$ cat src/rtl/ariane_pkg.sv
// Shared LSU <-> D$ request-port types plus the responder FSM state and stall-LFSR polynomial.
package ariane_pkg;
  localparam int DCACHE_INDEX_WIDTH = 12;
  localparam int DCACHE_TAG_WIDTH   = 44;

  typedef struct packed {
    logic [DCACHE_INDEX_WIDTH-1:0] address_index;
    logic [DCACHE_TAG_WIDTH-1:0]   address_tag;
    logic [63:0]                   data_wdata;
    logic                          data_req;
    logic                          data_we;
    logic [7:0]                    data_be;
    logic [1:0]                    data_size;
    logic                          kill_req;
    logic                          tag_valid;
  } dcache_req_i_t;

  typedef struct packed {
    logic        data_gnt;
    logic        data_rvalid;
    logic [63:0] data_rdata;
  } dcache_req_o_t;

  typedef enum logic [1:0] {
    DRESP_IDLE     = 2'd0,
    DRESP_WAIT_TAG = 2'd1,
    DRESP_MEM      = 2'd2,
    DRESP_RESP     = 2'd3
  } dresp_state_e;

  // Fibonacci taps 16,14,13,11 -> state bits 15,13,12,10
  localparam logic [15:0] DRESP_LFSR_POLY = 16'hB400;
endpackage

$ cat src/rtl/dcache_port_responder_lfsr.sv
// 16-bit Fibonacci LFSR used to inject pseudo-random grant stalls.
import ariane_pkg::*;

module dcache_resp_lfsr #(
  parameter logic [15:0] SEED = 16'hACE1
) (
  input  logic        clk_i,
  input  logic        rst_ni,
  input  logic        en_i,
  output logic [15:0] state_o
);
  logic [15:0] state_q, state_d;

  always_comb begin
    state_d = state_q;
    if (en_i) state_d = {state_q[14:0], ^(state_q & DRESP_LFSR_POLY)};
  end

  always_ff @(posedge clk_i or negedge rst_ni) begin
    if (!rst_ni) state_q <= SEED;
    else         state_q <= state_d;
  end

  assign state_o = state_q;
endmodule

$ cat src/rtl/dcache_port_responder.sv
// Cache-side endpoint of the D$ request port, backed by a single-port 64-bit SRAM.
// Optional random grant stalls are enabled with DCACHE_RESP_STALL_EN.
import ariane_pkg::*;

module dcache_port_responder #(
  parameter int          MEM_AW     = 16,
  parameter logic [15:0] STALL_SEED = 16'hACE1
) (
  input  logic              clk_i,
  input  logic              rst_ni,
  input  dcache_req_i_t     req_port_i,
  output dcache_req_o_t     req_port_o,
  output logic              mem_req_o,
  output logic              mem_we_o,
  output logic [MEM_AW-1:0] mem_addr_o,
  output logic [63:0]       mem_wdata_o,
  output logic [7:0]        mem_be_o,
  input  logic              mem_gnt_i,
  input  logic [63:0]       mem_rdata_i
);
  localparam int AW = DCACHE_INDEX_WIDTH + DCACHE_TAG_WIDTH;

  dresp_state_e  state_q, state_d;
  logic [AW-1:0] addr_q, addr_d;
  logic [63:0]   wdata_q, wdata_d;
  logic [7:0]    be_q, be_d;
  logic          we_q, we_d;
  logic          stall, gnt;
  logic          unused_bits;

`ifdef DCACHE_RESP_STALL_EN
  logic [15:0] lfsr;

  dcache_resp_lfsr #(.SEED(STALL_SEED)) u_lfsr (
    .clk_i   (clk_i),
    .rst_ni  (rst_ni),
    .en_i    (1'b1),
    .state_o (lfsr)
  );

  assign stall       = (lfsr[1:0] == 2'b00);
  assign unused_bits = ^{req_port_i.data_size, addr_q[2:0], addr_q[AW-1:MEM_AW+3], lfsr[15:2]};
`else
  assign stall       = 1'b0;
  assign unused_bits = ^{req_port_i.data_size, addr_q[2:0], addr_q[AW-1:MEM_AW+3], STALL_SEED};
`endif

  always_comb begin
    state_d = state_q;
    addr_d  = addr_q;
    wdata_d = wdata_q;
    be_d    = be_q;
    we_d    = we_q;
    gnt     = 1'b0;
    case (state_q)
      DRESP_IDLE: begin
        gnt = req_port_i.data_req & ~stall;
        if (gnt) begin
          we_d = req_port_i.data_we;
          be_d = req_port_i.data_be;
          if (req_port_i.data_we) begin
            addr_d  = {req_port_i.address_tag, req_port_i.address_index};
            wdata_d = req_port_i.data_wdata;
            state_d = DRESP_MEM;
          end else begin
            addr_d[DCACHE_INDEX_WIDTH-1:0] = req_port_i.address_index;
            state_d = DRESP_WAIT_TAG;
          end
        end
      end
      // kill wins over a tag arriving in the same cycle
      DRESP_WAIT_TAG: begin
        if (req_port_i.kill_req) begin
          state_d = DRESP_IDLE;
        end else if (req_port_i.tag_valid) begin
          addr_d[AW-1:DCACHE_INDEX_WIDTH] = req_port_i.address_tag;
          state_d = DRESP_MEM;
        end
      end
      DRESP_MEM:  if (mem_gnt_i) state_d = DRESP_RESP;
      DRESP_RESP: state_d = DRESP_IDLE;
      default:    state_d = DRESP_IDLE;
    endcase
  end

  always_ff @(posedge clk_i or negedge rst_ni) begin
    if (!rst_ni) begin
      state_q <= DRESP_IDLE;
      addr_q  <= '0;
      wdata_q <= '0;
      be_q    <= '0;
      we_q    <= 1'b0;
    end else begin
      state_q <= state_d;
      addr_q  <= addr_d;
      wdata_q <= wdata_d;
      be_q    <= be_d;
      we_q    <= we_d;
    end
  end

  assign req_port_o.data_gnt    = gnt;
  assign req_port_o.data_rvalid = (state_q == DRESP_RESP);
  assign req_port_o.data_rdata  = ((state_q == DRESP_RESP) && !we_q) ? mem_rdata_i : 64'd0;

  assign mem_req_o   = (state_q == DRESP_MEM);
  assign mem_we_o    = (state_q == DRESP_MEM) & we_q;
  assign mem_addr_o  = addr_q[MEM_AW+2:3];
  assign mem_wdata_o = wdata_q;
  assign mem_be_o    = be_q;
endmodule

$ cat config.mk
export PLATFORM = sky130hd
export DESIGN_NAME = dcache_port_responder
export DESIGN_NICKNAME = d
export VERILOG_FILES = /design/src/rtl/ariane_pkg.sv /design/src/rtl/dcache_port_responder_lfsr.sv /design/src/rtl/dcache_port_responder.sv
export SDC_FILE = /design/constraint.sdc
export NUM_CORES = 1
export LEC_CHECK = 0
export BUFFER_PORTS_ARGS = -buffer_cell sky130_fd_sc_hd__buf_2
export CORE_AREA = 2 2 137 139
export CTS_BUF_LIST = sky130_fd_sc_hd__clkbuf_2
export DETAILED_ROUTE_END_ITERATION = 12
export DIE_AREA = 0 0 139 141
export PLACE_DENSITY = 0.65
export SLEW_MARGIN = 0
export SYNTH_ARGS = -nofsm -noshare
export SYNTH_HDL_FRONTEND = slang
export SYNTH_HIERARCHICAL = 1
export SYNTH_SLANG_ARGS = --single-unit
$ cat constraint.sdc
create_clock -name clk_i -period 4.3 [get_ports clk_i]
set_clock_uncertainty 0.15 [all_clocks]
set_input_delay 0.645 -clock clk_i [delete_from_list [all_inputs] [get_ports clk_i]]
set_output_delay 0.645 -clock clk_i [all_outputs]
set_load 0.05 [all_outputs]
==> reports/metrics.yaml <==
area_growth_pct: 43.8
place_area_um2: 5990
cts-root-buf: "clkbuf_2"
tightest_slew_ns: 1.32
cts_setup_buffers: 0
cts_num_sinks: 91
synthesis.area_um2: 4240
core_area_um2: 18300
critPathRequiredTime_ns: 3.50
p_leak_nw: 3.67
tns_ns: 0
p_switching_mw: 3.01
syn_inst: 301
hp-class: "in2reg"
worst_slack_ns: 0.965
via_per_inst: 4.07
fin_crit_ns: 3.33
dr_total_vias: 3438
rsz0062_at_grt: "false"
grt_usage_pct: 11.1
drive_above_1_share_pct: 68.0
routedWlPerCell_um: 13.7
setup_viol: 0
numCtsBuffers: 9
cpMaxStageDelayCell: "inv_1"
intPower_mw: 2.44
yosys_warnings: 6
antenna_found_initial: 1
cp_top_family: "buffers and inverters"
seqPwrFrac_pct: 27.7
max_freq_mhz: 300
path_class: "reg2out"
finalWirelength_mm: 11.6
htreeDepth: 3
worst_setup_path_start_kind: "flop"
ios: 357
drtIter0Drc: 142
dieArea_um2: 19600
slew_headroom_pct: 12.0
drtPass1Iterations: 4
tritoncts: "done"
ir_drop_mv: 0.424
critPathMaxFanout: 65
path_buf_inv: 2
mostFrequentLayoutCells: "buf_2, dfrtp_1, and3_1"
pwr-share-comb_pct: 64.9
io_buffers: 314
die_width_um: 139
fin_crit_sh_pct: 77.6
worstSkewPairLatency_ns: 0.56
dpl.hpwl_mm: 8.72
syn_nets: 502
power_density_nw_per_um2: 895
grt_max_degree: 66
drv_slew: 0
synth_seq_area_share_pct: 53.7
hold_viol: 0
drv_cap: 0
fp.dieH_um: 141
outcome: "finished, final reports clean"
start_util_pct: 23.2
antenna_left: 0
grt_pass1_vias: 3256
hold_buffers: 1
nets: 808
p_clk_share_pct: 7.3
overflow: 0
drc: 0
gp_congestion: 0.751
end_kind: "output pin"
num_rows: 50
mostFrequentLayoutCell: "buf_2"
switching_share_pct: 55.2
yosysUniqueCellTypes: 23
clockBufferDepth: 2
grt_pass1_wl_mm: 17.2
cts.clk_slew.worst_paths_ns: 0.26
postSynthAreaPerCell_um2: 14.1
dp_slack_ns: 1.65
critPathArrivalTime_ns: 2.54
cts-resized-gates: 0
slowest_delay_ns: 0.94
final_area_um2: 6100
cp_cell_sequence: "inv_1 > and3_1 > buf_2"
ys_seq_elements: 91
-- path summary, 6_finish.rpt --
| check | startpoint | to | slack, ns | cells after the start |
|---|---|---|---|---|
| max | we_q$_DFFE_PN0P_ | req_port_o[61] | 0.97 | 3 |
| min | req_port_i[57] | mem_wdata_o[43]$_DFFE_PN0P_ | 0.13 | 2 |
| max reg2reg | state_q[0]$_DFFE_PN0P_ | addr_q[12]$_DFFE_PN0P_ | 2.07 | 5 |
| min reg2reg | mem_wdata_o[63]$_DFFE_PN0P_ | mem_wdata_o[63]$_DFFE_PN0P_ | 0.38 | 1 |
| max in group asynchronous | rst_ni | mem_wdata_o[47]$_DFFE_PN0P_ | 2.68 | 3 |
| min in group asynchronous | rst_ni | addr_q[6]$_DFFE_PN0P_ | 0.54 | 2 |
-- stage by stage --
stage / power (mW) / hold slack (ns) / util (%) / instances
global route: 5.71 / 0.0193 / 33.4 / 844
floorplan: 4.33 / 0.199 / - / 301
global placement: 5.06 / 0.332 / 32.8 / 829
detailed placement: 5.09 / 0.337 / 32.8 / 829
CTS: 5.52 / 0.0233 / 33.4 / 843
finish: 5.46 / 0.134 / 33.4 / 844
-- power by group through the flow --
stage          clock network [mW]  logic [mW]  registers (mW)
2_1_floorplan                   0        1.32            3.01
3_3_place_gp                    0        3.54            1.52
3_5_place_dp                    0        3.57            1.52
4_1_cts                     0.437        3.56            1.52
5_1_grt                     0.464        3.67            1.58
6_report                    0.400        3.54            1.51
-- cell families after synthesis --
kind of cell / count (synthesis) / share of synthesized area [%]
buf+inv: 34 / 4.90
flops: 91 / 53.7
compound gates: 13 / 1.59
simple gates: 75 / 11.6
mux: 88 / 28.2
-- cell type report --
cell class | count | area (um2)
fillers | 1869 | 12200
flip-flops and latches | 91 | 2280
multi-input cells | 176 | 1760
repair buffers | 321 | 1640
well taps | 234 | 293
clock buffers | 9 | 45.0
clock inverters | 4 | 45.0
inverters | 8 | 30.0
diodes | 1 | 2.50
-- registers in the layout, summed over array words and instances (netlist names) --
| register | cells |
|---|---|
| state_q | 2 |
| mem_wdata_o | 64 |
| mem_be_o | 8 |
| we_q | 1 |
| addr_q | 16 |
-- worst reg2reg max path, stage by stage (launching register included) --
cell       delay [ns]
dfrtp_1          0.54
nand4bb_4        0.60
buf_12           0.39
a21boi_0         0.16
buf_4            0.19
mux2i_1          0.16
-- cells in the mapped netlist --
master / number / share of area (%)
dfrtp_1: 91 / 54
and3_1: 64 / 9.4
mux2_4: 57 / 20
mux2_2: 24 / 6.4
clkbuf_1: 13 / 1.2
o21ai_0: 10 / 1.2
inv_1: 8 / 0.71
buf_6: 7 / 1.9
mux2i_1: 7 / 1.7
a21oi_1: 2 / 0.24
and2_1: 2 / 0.30
buf_2: 2 / 0.24
buf_4: 2 / 0.35
nand2_1: 2 / 0.18
nor2b_1: 2 / 0.30
a21boi_0: 1 / 0.18
and2b_1: 1 / 0.18
buf_12: 1 / 0.47
clkbuf_2: 1 / 0.12
nand4bb_4: 1 / 0.65
nor2_1: 1 / 0.088
nor3b_1: 1 / 0.18
nor3b_2: 1 / 0.30
-- metal layers --
layer  share of wire [%]  vias up  global-route usage (%)  routed length (um)
li1                    -     1658                       -                   -
met1                  44     1640                    14.9                5120
met2                  49      124                    16.9                5610
met3                 5.3       16                    2.85                 611
met4                 1.9        0                    4.78                 217
met5                   0        -                       0                   0
No activity file was read; power rests on OpenSTA's default activity.
